$ cat config.mk
export PLATFORM = sky130hd
export DESIGN_NAME = spi_flash_read_responder
export DESIGN_NICKNAME = d
export VERILOG_FILES = /design/src/rtl/spi_flash_read_responder.sv
export SDC_FILE = /design/constraint.sdc
export NUM_CORES = 1
export LEC_CHECK = 0
export CORE_MARGIN = 1.5
export CORE_UTILIZATION = 50
export DETAILED_ROUTE_END_ITERATION = 8
export PLACE_DENSITY = 0.7
export SLEW_MARGIN = 20
export SYNTH_ARGS = -nofsm -noshare
export SYNTH_HDL_FRONTEND = slang
export SYNTH_SLANG_ARGS = --single-unit
$ cat constraint.sdc
create_clock -name i_sys_clk -period 4 [get_ports i_sys_clk]
set_input_delay 0.4 -clock i_sys_clk [delete_from_list [all_inputs] [get_ports i_sys_clk]]
set_output_delay 0.4 -clock i_sys_clk [all_outputs]
set_load 0.05 [all_outputs]
$ cat src/rtl/spi_flash_read_responder.sv
// spi_flash_read_responder: SPI mode 0/3 target answering flash READ (0x03) from a byte memory port.
// Define FLASH_RESP_JEDEC_ID_EN to also answer JEDEC ID (0x9F) with BF 25 49.
module spi_flash_read_responder #(
  parameter int ADDR_W      = 17,
  parameter int SYNC_STAGES = 2
) (
  input  logic              i_sys_clk,
  input  logic              i_reset,
  input  logic              i_spi_clk,
  input  logic              i_spi_cs_n,
  input  logic              i_spi_si,
  output logic              o_spi_so,
  output logic [ADDR_W-1:0] o_mem_addr,
  output logic              o_mem_rd,
  input  logic [7:0]        i_mem_data,
  output logic              o_busy,
  output logic              o_cmd_error
);

  localparam int SH_W = ADDR_W - 1;

  typedef enum logic [2:0] {
    S_IDLE,
    S_CMD,
    S_ADDR,
    S_DATA,
`ifdef FLASH_RESP_JEDEC_ID_EN
    S_JEDEC,
`endif
    S_IGNORE
  } state_t;

  state_t state_q, state_d;

  logic [SYNC_STAGES-1:0] sck_sync_q;
  logic [SYNC_STAGES-1:0] cs_sync_q;
  logic [SYNC_STAGES-1:0] si_sync_q;
  logic sck_prev_q, cs_prev_q;
  logic sck_s, cs_s, si_s;
  logic sck_rise, sck_fall;
  logic cs_rise, cs_fall;

  logic [SH_W-1:0]   sh_q, sh_d;
  logic [4:0]        bit_cnt_q, bit_cnt_d;
  logic [ADDR_W-1:0] addr_ptr_q, addr_ptr_d;
  logic [ADDR_W-1:0] mem_addr_q, mem_addr_d;
  logic              mem_rd_q, mem_rd_d;
  logic              rd_tx_q, rd_tx_d;
  logic              lat_q, lat_d;
  logic              lat_tx_q, lat_tx_d;
  logic [7:0]        tx_q, tx_d;
  logic [7:0]        nxt_q, nxt_d;
  logic [2:0]        obit_q, obit_d;
  logic              so_q, so_d;
  logic              cmd_err_q, cmd_err_d;

  logic [7:0]        opcode;
  logic [ADDR_W-1:0] rx_addr;
  logic              cmd_rd, cmd_jd;
  logic              last_cmd, last_addr;
  logic              sending;

`ifdef FLASH_RESP_JEDEC_ID_EN
  logic [1:0] jidx_q, jidx_d;

  function automatic logic [7:0] jedec_byte(
    input logic [1:0] idx
  );
    case (idx)
      2'd0:    return 8'hBF;
      2'd1:    return 8'h25;
      default: return 8'h49;
    endcase
  endfunction
`endif

  always_ff @(posedge i_sys_clk) begin
    sck_sync_q <= {sck_sync_q[SYNC_STAGES-2:0], i_spi_clk};
    cs_sync_q  <= {cs_sync_q[SYNC_STAGES-2:0], i_spi_cs_n};
    si_sync_q  <= {si_sync_q[SYNC_STAGES-2:0], i_spi_si};
    sck_prev_q <= sck_s;
    cs_prev_q  <= cs_s;
  end

  assign sck_s = sck_sync_q[SYNC_STAGES-1];
  assign cs_s  = cs_sync_q[SYNC_STAGES-1];
  assign si_s  = si_sync_q[SYNC_STAGES-1];

  // CS release takes priority over any SCK edge seen in the same cycle
  assign cs_rise  = cs_s & ~cs_prev_q;
  assign cs_fall  = ~cs_s & cs_prev_q;
  assign sck_rise = sck_s & ~sck_prev_q & ~cs_rise;
  assign sck_fall = ~sck_s & sck_prev_q & ~cs_rise;

  assign opcode  = {sh_q[6:0], si_s};
  assign rx_addr = {sh_q, si_s};
  assign cmd_rd  = opcode == 8'h03;
`ifdef FLASH_RESP_JEDEC_ID_EN
  assign cmd_jd  = opcode == 8'h9F;
  assign sending = (state_q == S_DATA || state_q == S_JEDEC)
                   && !cs_rise;
`else
  assign cmd_jd  = 1'b0;
  assign sending = state_q == S_DATA && !cs_rise;
`endif

  assign last_cmd  = state_q == S_CMD && sck_rise
                     && bit_cnt_q == 5'd7;
  assign last_addr = state_q == S_ADDR && sck_rise
                     && bit_cnt_q == 5'd23;

  always_ff @(posedge i_sys_clk) begin
    if (i_reset) state_q <= S_IDLE;
    else         state_q <= state_d;
  end

  always_comb begin
    state_d = state_q;
    if (cs_rise) begin
      state_d = S_IDLE;
    end else begin
      case (state_q)
        S_IDLE: if (cs_fall) state_d = S_CMD;
        S_CMD: begin
          if (last_cmd) begin
            if (cmd_rd)      state_d = S_ADDR;
`ifdef FLASH_RESP_JEDEC_ID_EN
            else if (cmd_jd) state_d = S_JEDEC;
`endif
            else             state_d = S_IGNORE;
          end
        end
        S_ADDR: if (last_addr) state_d = S_DATA;
        default: state_d = state_q;
      endcase
    end
  end

  always_comb begin
    o_busy      = state_q != S_IDLE;
    o_spi_so    = so_q;
    o_mem_addr  = mem_addr_q;
    o_mem_rd    = mem_rd_q;
    o_cmd_error = cmd_err_q;
  end

  always_comb begin
    sh_d       = sh_q;
    bit_cnt_d  = bit_cnt_q;
    addr_ptr_d = addr_ptr_q;
    mem_addr_d = mem_addr_q;
    mem_rd_d   = 1'b0;
    rd_tx_d    = 1'b0;
    lat_d      = mem_rd_q;
    lat_tx_d   = rd_tx_q;
    tx_d       = tx_q;
    nxt_d      = nxt_q;
    obit_d     = obit_q;
    so_d       = so_q;
    cmd_err_d  = 1'b0;
`ifdef FLASH_RESP_JEDEC_ID_EN
    jidx_d     = jidx_q;
`endif
    // first byte of a burst goes straight out, later ones wait in nxt
    if (lat_q) begin
      if (lat_tx_q) tx_d  = i_mem_data;
      else          nxt_d = i_mem_data;
    end
    if (state_q == S_IDLE && cs_fall) bit_cnt_d = 5'd0;
    if (sck_rise && (state_q == S_CMD || state_q == S_ADDR)) begin
      sh_d      = {sh_q[SH_W-2:0], si_s};
      bit_cnt_d = bit_cnt_q + 5'd1;
    end
    if (last_cmd) begin
      bit_cnt_d = 5'd0;
      cmd_err_d = !(cmd_rd || cmd_jd);
`ifdef FLASH_RESP_JEDEC_ID_EN
      if (cmd_jd) begin
        tx_d   = 8'hBF;
        jidx_d = 2'd1;
        obit_d = 3'd7;
      end
`endif
    end
    if (last_addr) begin
      addr_ptr_d = rx_addr;
      mem_addr_d = rx_addr;
      mem_rd_d   = 1'b1;
      rd_tx_d    = 1'b1;
      obit_d     = 3'd7;
    end
    if (sending) begin
      if (sck_fall) begin
        so_d   = tx_q[obit_q];
        obit_d = obit_q - 3'd1;
        if (state_q == S_DATA && obit_q == 3'd7) begin
          addr_ptr_d = addr_ptr_q + ADDR_W'(1);
          mem_addr_d = addr_ptr_q + ADDR_W'(1);
          mem_rd_d   = 1'b1;
        end
      end
      if (sck_rise && obit_q == 3'd7) begin
`ifdef FLASH_RESP_JEDEC_ID_EN
        if (state_q == S_JEDEC) begin
          tx_d   = jedec_byte(jidx_q);
          jidx_d = (jidx_q == 2'd2) ? 2'd0 : jidx_q + 2'd1;
        end else begin
          tx_d = nxt_q;
        end
`else
        tx_d = nxt_q;
`endif
      end
    end else begin
      so_d = 1'b0;
    end
  end

  always_ff @(posedge i_sys_clk) begin
    if (i_reset) begin
      sh_q       <= '0;
      bit_cnt_q  <= '0;
      addr_ptr_q <= '0;
      mem_addr_q <= '0;
      mem_rd_q   <= 1'b0;
      rd_tx_q    <= 1'b0;
      lat_q      <= 1'b0;
      lat_tx_q   <= 1'b0;
      tx_q       <= '0;
      nxt_q      <= '0;
      obit_q     <= 3'd7;
      so_q       <= 1'b0;
      cmd_err_q  <= 1'b0;
`ifdef FLASH_RESP_JEDEC_ID_EN
      jidx_q     <= '0;
`endif
    end else begin
      sh_q       <= sh_d;
      bit_cnt_q  <= bit_cnt_d;
      addr_ptr_q <= addr_ptr_d;
      mem_addr_q <= mem_addr_d;
      mem_rd_q   <= mem_rd_d;
      rd_tx_q    <= rd_tx_d;
      lat_q      <= lat_d;
      lat_tx_q   <= lat_tx_d;
      tx_q       <= tx_d;
      nxt_q      <= nxt_d;
      obit_q     <= obit_d;
      so_q       <= so_d;
      cmd_err_q  <= cmd_err_d;
`ifdef FLASH_RESP_JEDEC_ID_EN
      jidx_q     <= jidx_d;
`endif
    end
  end

endmodule
-- Word-level counts from Yosys, hierarchy flattened
Index checks and enable logic that the tools add are counted.
Widths: inputs -> output; s select.
- divide/modulo/power cells: 0
- equality and inequality tests: 10
- reductions and logical operators: 22
- multiply operators: 0
- $add $sub $neg: 3
- bitwise operators: 14
- shifts and indexed selects: 0
- multiplexer cells: 28
- $lt $le $gt $ge: 1
- operators by type and width (cell ; count):
    $mux 17 ; 8
    $mux 8 ; 4
    $mux 3 ; 7
    $add 17x1->17 const B ; 1
    $mux 5 ; 2
    $logic_and 1x1->1 ; 9
    $pmux 3 s3 ; 1
    $eq 8x2->1 const B ; 1
    $not 1->1 ; 8
    $reduce_or 2->1 ; 4
    $and 1x1->1 ; 6
    $eq 3x2->1 const B ; 2
    $ne 2x2->1 const B ; 3
    $reduce_bool 3->1 ; 2
    $add 5x1->5 const B ; 1
    $eq 5x3->1 const B ; 1
    $eq 5x5->1 const B ; 1
    $mux 1 ; 5
    $lt 3x4->1 const B ; 1
    $reduce_and 4->1 ; 1
    $bmux 1 s3 ; 1
    $eq 3x1->1 const B ; 1
    $eq 3x3->1 const B ; 1
    $logic_not 3->1 ; 1
    5 further kinds ; 6
- memories kept: 0
- ROM bits: 0
- memory bits (writable): 0
- register bits: 91
- input port bits: 13
- latch bits: 0
- output and inout bits: 21

-- Logic depth before layout (Yosys ltp)
Gate-level depths: netlist (run 1).
- depth after elaboration: 10
- gate-level depth with buffers: 7
- mapped depth without buffers: 5

-- Least setup slack after synthesis (run 1)
OpenSTA, ideal clock, no wires.
- kind: flip-flop to flip-flop
- from: register state_q[1]
- to: register bit_cnt_q[2]
- path buffers: 2
- data arrival time: 1866 ps
- period minus slack after synthesis: 1997 ps
- slack: 2003 ps
- setup time: 131 ps
- cell stages (with the launch flop): 7
- path through: dfxtp_1 buf_2 or3_1 or3b_2 clkbuf_1 nand2_1 a311oi_1
- cells in the longest elaborated chain, start to end: 4
- elaborated cells between the ends (all ways): 11
- those cells by class: 2 x eq/ne; 1 x mux; 8 x reduce/logical
- ends and longest elaborated chain (item ; RTL line ; text):
    start, declared ; 33 ; state_t state_q, state_d;
    start signal, assigned ; 114 ; else state_q <= state_d;
    $eq 3x1->1 / $eq 3x2->1 (equally long branches) ; 107, 170 ;
    $logic_or 1x1->1 / $logic_and 1x1->1 (equally long branches) ; 170, 107 ;
    $logic_and 1x1->1 (on tied branches) ; 170, 108 ;
    $mux 5 (tied with other cells) ; 170 ; if (sck_rise && (state_q == S_CMD || state_q == S_ADDR)) begin
    end signal, assigned ; 239 ; bit_cnt_q <= bit_cnt_d;
    end, declared ; 44 ; logic [4:0] bit_cnt_q, bit_cnt_d;
Parallel ways exist; a longest one is shown, timed or not.
A chain may end at the register's enable or synchronous reset.

-- Worst setup path after layout (run 1)
- from: register cs_sync_q[1]
- to: register mem_addr_q[16], in the netlist o_mem_addr[16]
- cells in the longest elaborated chain, start to end: 9
- elaborated cells between the ends (all ways): 12
- those cells by class: 4 x mux; 4 x bitwise; 4 x reduce/logical
- ends and longest elaborated chain (item ; RTL line ; text):
    start, declared ; 36 ; logic [SYNC_STAGES-1:0] cs_sync_q;
    start signal, assigned ; 79 ; cs_sync_q <= {cs_sync_q[SYNC_STAGES-2:0], i_spi_cs_n};
    $and 1x1->1 (*) ; 90 ; assign cs_rise = cs_s & ~cs_prev_q;
    $not 1->1 ; 92, 93 ;
    $and 1x1->1 ; 92 ; assign sck_rise = sck_s & ~sck_prev_q & ~cs_rise;
    $logic_and 1x1->1 ; 109 ; assign last_addr = state_q == S_ADDR && sck_rise
    $logic_and 1x1->1 ; 110 ; && bit_cnt_q == 5'd23;
    $mux 17 ; 185 ; if (last_addr) begin
    $mux 17 ; 196 ; if (state_q == S_DATA && obit_q == 3'd7) begin
    $mux 17 ; 193 ; if (sck_fall) begin
    $mux 17 (*) ; 192 ; if (sending) begin
    end signal, assigned ; 241 ; mem_addr_q <= mem_addr_d;
    end, declared ; 46 ; logic [ADDR_W-1:0] mem_addr_q, mem_addr_d;
Every way passes the cells marked *; elsewhere a longest branch is shown, timed or not.

==> out/results.md, run 1 <==
| Stage | Quantity | This run |
|---|---|---|
| status | Run status | finished clean |
| sta | Final critical-path required period | 2.68 ns |
| logic synthesis | Top cells by area in the synthesized netlist | sky130_fd_sc_hd__dfxtp_1, sky130_fd_sc_hd__nand2_1, sky130_fd_sc_hd__nand3_1 |
| sta | Max Transition Viols Final | 0 |
| power and ir drop | Maximum VDD drop | 246 µV |
| routing | Number of vias per cell after detailed routing | 5.86 |
| logic synthesis | Fraction of synthesis flops using an asynchronous set or reset pin | 0 |
| sta | Part of the cycle the worst path needs | 0.671 |
| logic synthesis | Most common library cells after synthesis | sky130_fd_sc_hd__dfxtp_1, sky130_fd_sc_hd__nand2_1, sky130_fd_sc_hd__nand3_1 |
| clock network | CTS H-tree lvls | 3 |
| logic synthesis | Count of cell types in the netlist | 54 |
| setup path | Critical Path Source Type | register |
| routing | First-pass detailed-route iteration total | 4 |
| clock network | Number of clock sinks seen by CTS | 91 |
| global route | Maximum number of pins on one net before global-route repair | 49 |
| logic synthesis | Combinational family with the most area after synthesis | simple AND/OR/NAND/NOR gates |
| floorplan | Initial cell density of the core | 0.511 |
| logic synthesis | Synth Area in Compound Gates | 0.152 |
| place | Placed standard-cell area | 4490 µm² |
| global route | Global-route wire length before repair | 15600 µm |
| setup path | Kind of critical path | register to register |
| routing | Per-cell routed wire length | 15.4 µm |
| setup path | Biggest fanout along the worst timing path | 26 |
| clock network | Clk_lat worst skew | 0.35 ns |
| floorplan | Die extent in y | 94.2 µm |
| logic synthesis | YS warnings | 0 |
| logic synthesis | Avg Cell Area, Syn | 8.80 µm² |
| cells and area | Post-route design area | 4730 µm² |
| clock network | TritonCTS Buffers | 9 |
| routing | Post-detailed-routing wire length | 9140 µm |
| sta | Highest attainable clock frequency | 373 MHz |
| clock network | Post-cts repair resize count | 0 |
| floorplan | Die ar. | 8880 µm² |
| logic synthesis | Sequential share of the synthesized area | 0.438 |
| cells and area | Diodes inserted | 0 |
| cells and area | Area delta synth->final | 13.7% |
| floorplan | Core Area | 8130 µm² |
| clock network | CTS tree | built |
| setup path | CP required | 4.26 ns |
| sta | Setup repair after global routing missed its margin | false |
| clock network | Max clock buf depth | 2 |
| cells and area | Final standard cell utilization of the core | 0.582 |
| setup path | Endpoint kind of the worst setup timing path | register |
| logic synthesis | Leading register cell type out of synthesis | sky130_fd_sc_hd__dfxtp_1 |
| place | Worst slack at placement | 1.40 ns |
| cells and area | Proportion of layout cells with a drive suffix above 1 | 0.0656 |
| sta | Worst slew margin relative to its limit | 0.316 |
| routing | DRC | 0 |
| routing | DRC violation total after the first TritonRoute iteration | 164 |
| logic synthesis | Post-synth EDFFs | 0 |
| run | Max Cap Viol | 0 |
| logic synthesis | Area of the mapped netlist | 4160 µm² |
| logic synthesis | Synthesized netlist net count | 490 |
| global route | Overall fraction of global-route tracks in use | 0.221 |
| sta | Total count of hold-check failures in the final report | 0 |
| routing | Antenna viol nets, final | 0 |
| global route | Via count of the first global-routing pass | 3261 |
| sta | Final total negative setup slack | 0 ns |
| logic synthesis | Share of Yosys cell area claimed by the top area cell type | 0.438 |
| clock network | Cell at the root of the clock tree | sky130_fd_sc_hd__clkbuf_8 |
| place | Placer Congestion | 0.798 |
| logic synthesis | Cell with the most instances after synthesis | sky130_fd_sc_hd__dfxtp_1 |
| power and ir drop | Power per unit of standard cell area | 361 nW/µm² |
| floorplan | Chip Width | 94.2 µm |
| logic synthesis | Adder and majority cell fraction of the synthesized area | 0.0120 |
| sta | Pin slew with the least headroom to its limit | 1.03 ns |
| place | Sum of net half-perimeters after detailed placement | 5930 µm |
| logic synthesis | Dominant cell type by area after synthesis | sky130_fd_sc_hd__dfxtp_1 |
| sta | Worst clock skew | 0.00604 ns |
| floorplan | Ports placed on the boundary | 34 |
| setup path | Data arrival time at the worst-slack endpoint | 2.95 ns |
| logic synthesis | Area share of and/or/nand/nor cells after synthesis | 0.266 |
| logic synthesis | Multiplexer share of the synthesized area | 0.0595 |
| routing | Routed via count | 3477 |
| clock network | CTS clock-pin slew for the worst setup and hold paths | 0.08 ns |
| global route | Residual overflow from global routing | 0 |
| worst hold path | Worst min-delay path category | register to register |
| sta | Final setup margin | 1.32 ns |
| logic synthesis | Cells after synthesis | 473 |
| cells and area | Number of nets in the layout | 501 |
| power and ir drop | Leak Pwr | 1.49 nW |
| clock network | Buffers inserted during post-CTS setup optimization | 0 |
| sta | Number of endpoints failing setup at the final stage | 0 |
| logic synthesis | Flip-flop and latch count after synthesis | 91 |
| clock network | Number of hold buffers added after cts | 0 |
| global route | Initial antenna violation count | 0 |
| logic synthesis | Post-synthesis xor/xnor area fraction | 0.0232 |
| place | Count of port buffers added during placement | 33 |
| floorplan | Total number of placement rows | 33 |
## path summary, 6_finish.rpt
check / from / to / slack, ns / cells after the start
hold reg to reg: si_sync_q[0]$_DFF_P_ / si_sync_q[1]$_DFF_P_ / 0.33 / 0
hold / removal: si_sync_q[0]$_DFF_P_ / si_sync_q[1]$_DFF_P_ / 0.33 / 0
setup reg to reg: cs_sync_q[1]$_DFF_P_ / o_mem_addr[16]$_SDFF_PP0_ / 1.32 / 4
setup / recovery: cs_sync_q[1]$_DFF_P_ / o_mem_addr[16]$_SDFF_PP0_ / 1.32 / 4
## cell type report
class                   instances  area [µm²]
fillers                       736        3400
multi-input cells             333        2130
flip-flops and latches         91        1820
repair buffers                 38         363
clock buffers                  11         141
well taps                     105         131
clock inverters                 4        98.8
inverters                      11        41.3
## per-layer routing
layer	vias up	global-route usage	part of all wire
li1	1743	-	-
met1	1658	0.298	0.49
met2	65	0.344	0.45
met3	11	0.0364	0.039
met4	0	0.104	0.017
met5	-	0	0
## cell usage in the layout, fill, tap and decap left out, types with 12 or more instances in the layout
cell / netlist / layout
sky130_fd_sc_hd__mux2i_1: 18 / 18
sky130_fd_sc_hd__nand2b_1: 15 / 15
sky130_fd_sc_hd__clkdlybuf4s50_1: 0 / 32
sky130_fd_sc_hd__dfxtp_1: 91 / 91
sky130_fd_sc_hd__nand3_1: 37 / 37
sky130_fd_sc_hd__or4_1: 12 / 12
sky130_fd_sc_hd__a21oi_1: 33 / 33
sky130_fd_sc_hd__nand2_1: 61 / 61
sky130_fd_sc_hd__nor2_1: 22 / 22
## power by group
group | switching [mW] | leakage, nW | internal, mW
registers | 0.00457 | 0.736 | 0.910
clock network | 0.314 | 0.120 | 0.430
logic | 0.0301 | 0.634 | 0.0217
total | 0.348 | 1.49 | 1.36
## critical path, cell delays in order (launching register included)
cell and delay (ns):
sky130_fd_sc_hd__dfxtp_1 0.37, sky130_fd_sc_hd__nor2b_1 0.74, sky130_fd_sc_hd__or4_1 0.86, sky130_fd_sc_hd__nand2_1 0.35, sky130_fd_sc_hd__o221ai_1 0.27
## per-stage QoR
| stage | power [mW] | hold WS [ns] | cells |
|---|---|---|---|
| 3_5_place_dp | 0.988 | 0.312 | 578 |
| 4_1_cts | 1.73 | 0.334 | 593 |
| 6_report | 1.71 | 0.333 | 593 |
| 2_1_floorplan | 0.967 | 0.310 | 473 |
| 3_3_place_gp | 0.987 | 0.310 | 578 |
| 5_1_grt | 1.77 | 0.342 | 593 |
## cell families after synthesis
logic type / after synthesis
flip-flops: 91
adder cells (fa/ha/maj): 4
AO/OA/AOI/OAI: 93
XOR/XNOR: 11
multiplexers: 22
buffers and inverters: 49
AND/OR/NAND/NOR: 203
## sequential cells by signal, summed over array words and instances (netlist names), 2 cells and up
| signal | cells |
|---|---|
| tx_q | 8 |
| o_mem_addr | 17 |
| cs_sync_q | 2 |
| si_sync_q | 2 |
| addr_ptr_q | 17 |
| sck_sync_q | 2 |
| bit_cnt_q | 5 |
| nxt_q | 8 |
| sh_q | 16 |
| obit_q | 3 |
| state_q | 3 |
Note: power is estimated with default switching activity, not from simulation.
==> run 2: changes to the inputs <==
Clock period 4 ns to 2.5 ns, I/O delays scaled along.
==> run 2 against run 1 <==
Net effect: routed wire length grew 1.0%; sequential cell count is the same; clock skew up 0.0028 ns; die area unchanged; via count increased by 2.4%; first-iteration DRC count rose by 36%; power rose by 60%; critical path type unchanged.
==> out/results.md, run 2 (same netlist as run 1, synthesis figures left out) <==
| Stage | Quantity | This run | Change |
|---|---|---|---|
| setup path | Kind of critical path | register to register | unchanged |
| global route | Initial antenna violation count | 0 | unchanged |
| routing | DRC | 0 | unchanged |
| cells and area | Diodes inserted | 0 | unchanged |
| clock network | CTS clock-pin slew for the worst setup and hold paths | 0.09 ns | was 0.08 ns |
| clock network | CTS tree | built | unchanged |
| power and ir drop | Leak Pwr | 1.54 nW | was 1.49 nW |
| global route | Via count of the first global-routing pass | 3132 | was 3261 |
| setup path | Endpoint kind of the worst setup timing path | register | unchanged |
| cells and area | Seq. cell area | 1820 µm² | unchanged |
| routing | Post-detailed-routing wire length | 9230 µm | was 9140 µm |
| routing | Antenna viol nets, final | 0 | unchanged |
| sta | Part of the cycle the worst path needs | 0.911 | was 0.671 |
| sta | Number of endpoints failing setup at the final stage | 0 | unchanged |
| floorplan | Total number of placement rows | 33 | unchanged |
| floorplan | Die extent in y | 94.2 µm | unchanged |
| routing | Number of vias per cell after detailed routing | 5.92 | was 5.86 |
| floorplan | Die ar. | 8880 µm² | unchanged |
| run | Max Cap Viol | 0 | unchanged |
| status | Run status | finished clean | unchanged |
| clock network | Number of clock sinks seen by CTS | 91 | unchanged |
| sta | Highest attainable clock frequency | 439 MHz | was 373 MHz |
| power and ir drop | Maximum VDD drop | 347 µV | was 246 µV |
| cells and area | Area delta synth->final | 15.9% | was 13.7% |
| setup path | Critical Path Source Type | register | unchanged |
| clock network | TritonCTS Buffers | 9 | unchanged |
| place | Placed standard-cell area | 4580 µm² | was 4490 µm² |
| clock network | Cell at the root of the clock tree | sky130_fd_sc_hd__clkbuf_8 | unchanged |
| setup path | CP required | 2.75 ns | was 4.26 ns |
| cells and area | Number of fill cells | 697 | was 736 |
| global route | Global-route wire length before repair | 15100 µm | was 15600 µm |
| sta | Setup repair after global routing missed its margin | false | unchanged |
| global route | Maximum number of pins on one net before global-route repair | 46 | was 49 |
| routing | Routed via count | 3561 | was 3477 |
| routing | First-pass detailed-route iteration total | 4 | unchanged |
| sta | Final total negative setup slack | 0 ns | unchanged |
| power and ir drop | Power per unit of standard cell area | 566 nW/µm² | was 361 nW/µm² |
| cells and area | Most frequent standard cell in the layout excluding fill and tap cells | sky130_fd_sc_hd__dfxtp_1 | unchanged |
| clock network | Clk_lat worst skew | 0.35 ns | about the same |
| floorplan | Ports placed on the boundary | 34 | unchanged |
| cells and area | Most frequent cells in the layout | sky130_fd_sc_hd__dfxtp_1, sky130_fd_sc_hd__nand2_1, sky130_fd_sc_hd__nand3_1, sky130_fd_sc_hd__a21oi_1, sky130_fd_sc_hd__clkdlybuf4s50_1 | unchanged |
| place | Count of port buffers added during placement | 33 | unchanged |
| place | Sum of net half-perimeters after detailed placement | 6100 µm | was 5930 µm |
| sta | Final critical-path required period | 2.28 ns | was 2.68 ns |
| floorplan | Core Area | 8130 µm² | unchanged |
| clock network | Post-cts repair resize count | 0 | unchanged |
| sta | Total count of hold-check failures in the final report | 0 | unchanged |
| routing | Per-cell routed wire length | 15.3 µm | was 15.4 µm |
| cells and area | Number of nets in the layout | 509 | was 501 |
| worst hold path | Worst min-delay path category | register to register | unchanged |
| clock network | Number of hold buffers added after cts | 0 | unchanged |
| cells and area | Proportion of layout cells with a drive suffix above 1 | 0.0845 | was 0.0656 |
| sta | Pin slew with the least headroom to its limit | 0.730 ns | was 1.03 ns |
| place | Placer Congestion | 0.812 | was 0.798 |
| routing | DRC violation total after the first TritonRoute iteration | 223 | was 164 |
| global route | Overall fraction of global-route tracks in use | 0.217 | was 0.221 |
| clock network | Buffers inserted during post-CTS setup optimization | 0 | unchanged |
| sta | Worst slew margin relative to its limit | 0.514 | was 0.316 |
| sta | Max Transition Viols Final | 0 | unchanged |
| clock network | Max clock buf depth | 2 | unchanged |
| clock network | CTS H-tree lvls | 3 | unchanged |
| cells and area | Total area of multi-input combinational cells | 2130 µm² | unchanged |
| cells and area | Post-route design area | 4820 µm² | was 4730 µm² |
| setup path | Biggest fanout along the worst timing path | 13 | was 26 |
| floorplan | Chip Width | 94.2 µm | unchanged |
| setup path | Data arrival time at the worst-slack endpoint | 2.53 ns | was 2.95 ns |
| sta | Worst clock skew | 0.00882 ns | was 0.00604 ns |
| floorplan | Initial cell density of the core | 0.511 | unchanged |
| worst hold path | Cell depth of the worst min-delay path | 0 | unchanged |
| global route | Residual overflow from global routing | 0 | unchanged |
| setup path | Worst Reg-to-Reg Cells | 5 | was 4 |
run 2: cell types whose count changed in the layout (fill, tap and decap cells not counted), sizes merged:
cell | before | now
buf | 6 | 14
bufinv | 3 | 2
clkbuf | 11 | 13
clkinv | 1 | 0
clkinvlp | 0 | 1
run 2: path summary, 6_finish.rpt:
path / from / to / slack, ns
min reg2reg: cs_sync_q[0]$_DFF_P_ / cs_sync_q[1]$_DFF_P_ / 0.33
min: cs_sync_q[0]$_DFF_P_ / cs_sync_q[1]$_DFF_P_ / 0.33
max reg2reg: obit_q[0]$_SDFF_PP1_ / addr_ptr_q[15]$_SDFF_PP0_ / 0.22
max: obit_q[0]$_SDFF_PP1_ / addr_ptr_q[15]$_SDFF_PP0_ / 0.22
run 2: area by class of cell:
| type | instances | share of cell area |
|---|---|---|
| Multi-Input combinational cell | 333 | 0.443 |
| Clock buffer | 13 | 0.0371 |
| Timing Repair Buffer | 46 | 0.0929 |
| Inverter | 11 | 0.00856 |
| Clock inverter | 3 | 0.0140 |
| Sequential cell | 91 | 0.378 |
| Tap cell | 105 | 0.0272 |
run 2: worst max-delay path, stage by stage, from the launching register on:
cell and delay [ns]:
sky130_fd_sc_hd__dfxtp_1 0.45, sky130_fd_sc_hd__ha_1 0.23, sky130_fd_sc_hd__nand2_1 0.12, sky130_fd_sc_hd__or4_1 0.73, sky130_fd_sc_hd__or4_1 0.54, sky130_fd_sc_hd__o311ai_1 0.09
run 2: power breakdown:
part | switching [mW] | internal, mW
registers | 0.00732 | 1.46
logic | 0.0493 | 0.0382
clock network | 0.505 | 0.673
total | 0.562 | 2.17
run 2: routing by layer:
metal	share of wire	track usage	wire length, µm	vias up
met4	0.015	0.0871	137	0
met1	0.47	0.290	4380	1718
met5	0	0	0	-
li1	-	-	-	1759
met3	0.038	0.0299	348	10
met2	0.47	0.351	4360	74
run 2: stage by stage:
| stage | power, mW | instances | setup slack [ns] | utilization | hold WS [ns] |
|---|---|---|---|---|---|
| floorplan | 1.55 | 473 | 0.503 | - | 0.278 |
| global placement | 1.58 | 586 | 0.289 | 0.563 | 0.310 |
| detailed placement | 1.59 | 586 | 0.227 | 0.563 | 0.312 |
| CTS | 2.75 | 602 | 0.186 | 0.593 | 0.318 |
| global route | 2.82 | 602 | 0.0804 | 0.593 | 0.316 |
| finish | 2.73 | 602 | 0.221 | 0.593 | 0.332 |
==> run 3: changes to the inputs <==
Settings changed: CORE_UTILIZATION 50 to 35, PLACE_DENSITY 0.7 to not set.
==> run 3 against run 2 <==
Net effect: the run now ends with DRC left; critical endpoint is now addr_ptr_q[6]$_SDFF_PP0_; global-route usage is 5.6 points lower; register-to-register slack about the same; cell area increased by 2.0%; sequential power barely moved; sequential cell count unchanged; via count decreased by 1.7%; die area grew 41%; clock power increased by 17%; critical path type unchanged.
==> out/results.md, run 3 (same netlist as run 1, synthesis figures left out) <==
| Stage | Quantity | This run | Change |
|---|---|---|---|
| status | Run status | complete, but fails checks | was finished clean |
| status | Violated checks | DRC |  |
| clock network | CTS H-tree lvls | 3 | unchanged |
| sta | Hold Worst Slack | 0.329 ns | was 0.332 ns |
| cells and area | Diodes inserted | 0 | unchanged |
| power and ir drop | Final Total Pwr | 2.93 mW | was 2.73 mW |
| cells and area | Proportion of layout cells with a drive suffix above 1 | 0.0863 | was 0.0845 |
| global route | Residual overflow from global routing | 0 | unchanged |
| sta | Worst clock skew | 0.00478 ns | was 0.00882 ns |
| clock network | CTS tree | built | unchanged |
| setup path | Kind of critical path | register to register | unchanged |
| floorplan | Die ar. | 12500 µm² | was 8880 µm² |
| sta | Max Transition Viols Final | 0 | unchanged |
| power and ir drop | Fraction of power consumed by sequential logic | 0.500 | was 0.536 |
| routing | Antenna viol nets, final | 0 | unchanged |
| clock network | Number of hold buffers added after cts | 0 | unchanged |
| power and ir drop | Switch share | 0.224 | was 0.206 |
| power and ir drop | Net load switching power | 656 µW | was 562 µW |
| place | Count of port buffers added during placement | 33 | unchanged |
| setup path | Data arrival time at the worst-slack endpoint | 2.55 ns | was 2.53 ns |
| global route | Via count of the first global-routing pass | 3373 | was 3132 |
| clock network | Cell at the root of the clock tree | sky130_fd_sc_hd__clkbuf_16 | was sky130_fd_sc_hd__clkbuf_8 |
| routing | First-pass detailed-route iteration total | 6 | was 4 |
| sta | Setup repair after global routing missed its margin | false | unchanged |
| power and ir drop | Power per unit of standard cell area | 596 nW/µm² | was 566 nW/µm² |
| floorplan | Die extent in y | 112 µm | was 94.2 µm |
| cells and area | Number of fill cells | 1153 | was 697 |
| sta | Pin slew with the least headroom to its limit | 0.695 ns | was 0.730 ns |
| place | Placer Congestion | 0.773 | was 0.812 |
| clock network | Max clock buf depth | 2 | unchanged |
| cells and area | Most frequent standard cell in the layout excluding fill and tap cells | sky130_fd_sc_hd__dfxtp_1 | unchanged |
| global route | Initial antenna violation count | 0 | unchanged |
| clock network | CTS clock-pin slew for the worst setup and hold paths | 0.07 ns | was 0.09 ns |
| floorplan | Initial cell density of the core | 0.361 | was 0.511 |
| clock network | Post-cts repair resize count | 0 | unchanged |
| clock network | TritonCTS Buffers | 9 | unchanged |
| routing | Number of vias per cell after detailed routing | 5.46 | was 5.92 |
| routing | Per-cell routed wire length | 15.1 µm | was 15.3 µm |
| routing | DRC | 2 | was 0 |
| routing | Post-detailed-routing wire length | 9690 µm | was 9230 µm |
| cells and area | Most frequent cells in the layout | sky130_fd_sc_hd__dfxtp_1, sky130_fd_sc_hd__nand2_1, sky130_fd_sc_hd__nand3_1, sky130_fd_sc_hd__a21oi_1, sky130_fd_sc_hd__clkdlybuf4s50_1 | unchanged |
| cells and area | Number of nets in the layout | 510 | was 509 |
| routing | DRC violation total after the first TritonRoute iteration | 216 | was 223 |
| global route | Global-route wire length before repair | 16500 µm | was 15100 µm |
| place | Worst slack at placement | 0.238 ns | was 0.227 ns |
| setup path | CP required | 2.77 ns | was 2.75 ns |
| floorplan | Core Area | 11500 µm² | was 8130 µm² |
| sta | Part of the cycle the worst path needs | 0.909 | was 0.911 |
| routing | Routed via count | 3500 | was 3561 |
| power and ir drop | Internal cell power | 2.27 mW | was 2.17 mW |
| worst hold path | Worst min-delay path category | register to register | unchanged |
| clock network | Number of clock sinks seen by CTS | 91 | unchanged |
| sta | Highest attainable clock frequency | 440 MHz | was 439 MHz |
| floorplan | Total number of placement rows | 39 | was 33 |
| clock network | Clk_lat worst skew | 0.34 ns | was 0.35 ns |
| setup path | Biggest fanout along the worst timing path | 14 | was 13 |
| run | Max Cap Viol | 0 | unchanged |
| sta | Final setup margin | 0.228 ns | was 0.221 ns |
| power and ir drop | Leak Pwr | 1.55 nW | was 1.54 nW |
| sta | Worst slew margin relative to its limit | 0.533 | was 0.514 |
| power and ir drop | Logic gate share of total power | 0.030 | was 0.032 |
| power and ir drop | Maximum VDD drop | 282 µV | was 347 µV |
| setup path | Endpoint kind of the worst setup timing path | register | unchanged |
| floorplan | Chip Width | 112 µm | was 94.2 µm |
| sta | Final total negative setup slack | 0 ns | unchanged |
| global route | Maximum number of pins on one net before global-route repair | 39 | was 46 |
| power and ir drop | Clock group share of total power | 0.470 | was 0.432 |
| global route | Overall fraction of global-route tracks in use | 0.161 | was 0.217 |
| clock network | Buffers inserted during post-CTS setup optimization | 0 | unchanged |
| sta | Total count of hold-check failures in the final report | 0 | unchanged |
| floorplan | Ports placed on the boundary | 34 | unchanged |
| sta | Final critical-path required period | 2.27 ns | was 2.28 ns |
| cells and area | Area delta synth->final | 18.3% | was 15.9% |
| place | Sum of net half-perimeters after detailed placement | 6670 µm | was 6100 µm |
| sta | Number of endpoints failing setup at the final stage | 0 | unchanged |
| setup path | Critical Path Source Type | register | unchanged |
==> run 3: area by class of cell <==
class	count	area, µm²	share of cell area
Multi-Input combinational cell	333	2130	0.434
Sequential cell	91	1820	0.370
Inverter	11	41.3	0.00839
Clock inverter	7	75.1	0.0153
Clock buffer	9	225	0.0458
Tap cell	143	179	0.0364
Timing Repair Buffer	47	443	0.0900
==> run 3: power by group through the flow <==
stage,combinational (mW),clock [mW],sequential [mW]
after floorplan,0.0531,0,1.49
after global placement,0.0860,0,1.50
after detailed placement,0.0872,0,1.50
after CTS,0.0876,1.41,1.46
after global routing,0.0945,1.47,1.47
final,0.0870,1.38,1.46
==> run 3: worst paths after layout <==
path / from / end / slack (ns) / cells after the start
min reg2reg: si_sync_q[0]$_DFF_P_ / si_sync_q[1]$_DFF_P_ / 0.33 / 0
min: si_sync_q[0]$_DFF_P_ / si_sync_q[1]$_DFF_P_ / 0.33 / 0
max reg2reg: obit_q[0]$_SDFF_PP1_ / addr_ptr_q[6]$_SDFF_PP0_ / 0.23 / 6
max: obit_q[0]$_SDFF_PP1_ / addr_ptr_q[6]$_SDFF_PP0_ / 0.23 / 6
==> run 3: metrics by stage <==
stage	instances	util	cell area [µm²]
after detailed placement	625	0.401	4620
after floorplan	473	-	4160
after global placement	625	0.401	4620
final	641	0.427	4920
after CTS	641	0.427	4920
after global routing	641	0.427	4920
==> run 3: critical path, cell delays in order, from the launching register on <==
cell and delay [ns]:
sky130_fd_sc_hd__dfxtp_1 0.45, sky130_fd_sc_hd__ha_1 0.23, sky130_fd_sc_hd__nand2_1 0.12, sky130_fd_sc_hd__or4_1 0.68
sky130_fd_sc_hd__buf_4 0.26, sky130_fd_sc_hd__o32a_1 0.33, sky130_fd_sc_hd__a31oi_1 0.12
==> run 3: metal layers <==
metal,wire length [µm],GRT usage,vias to the layer above,share of wire
li1,-,-,1770,-
met1,4670,0.220,1652,0.48
met2,4440,0.259,64,0.46
met3,405,0.0265,14,0.042
met4,178,0.0574,0,0.018
met5,0,0,-,0
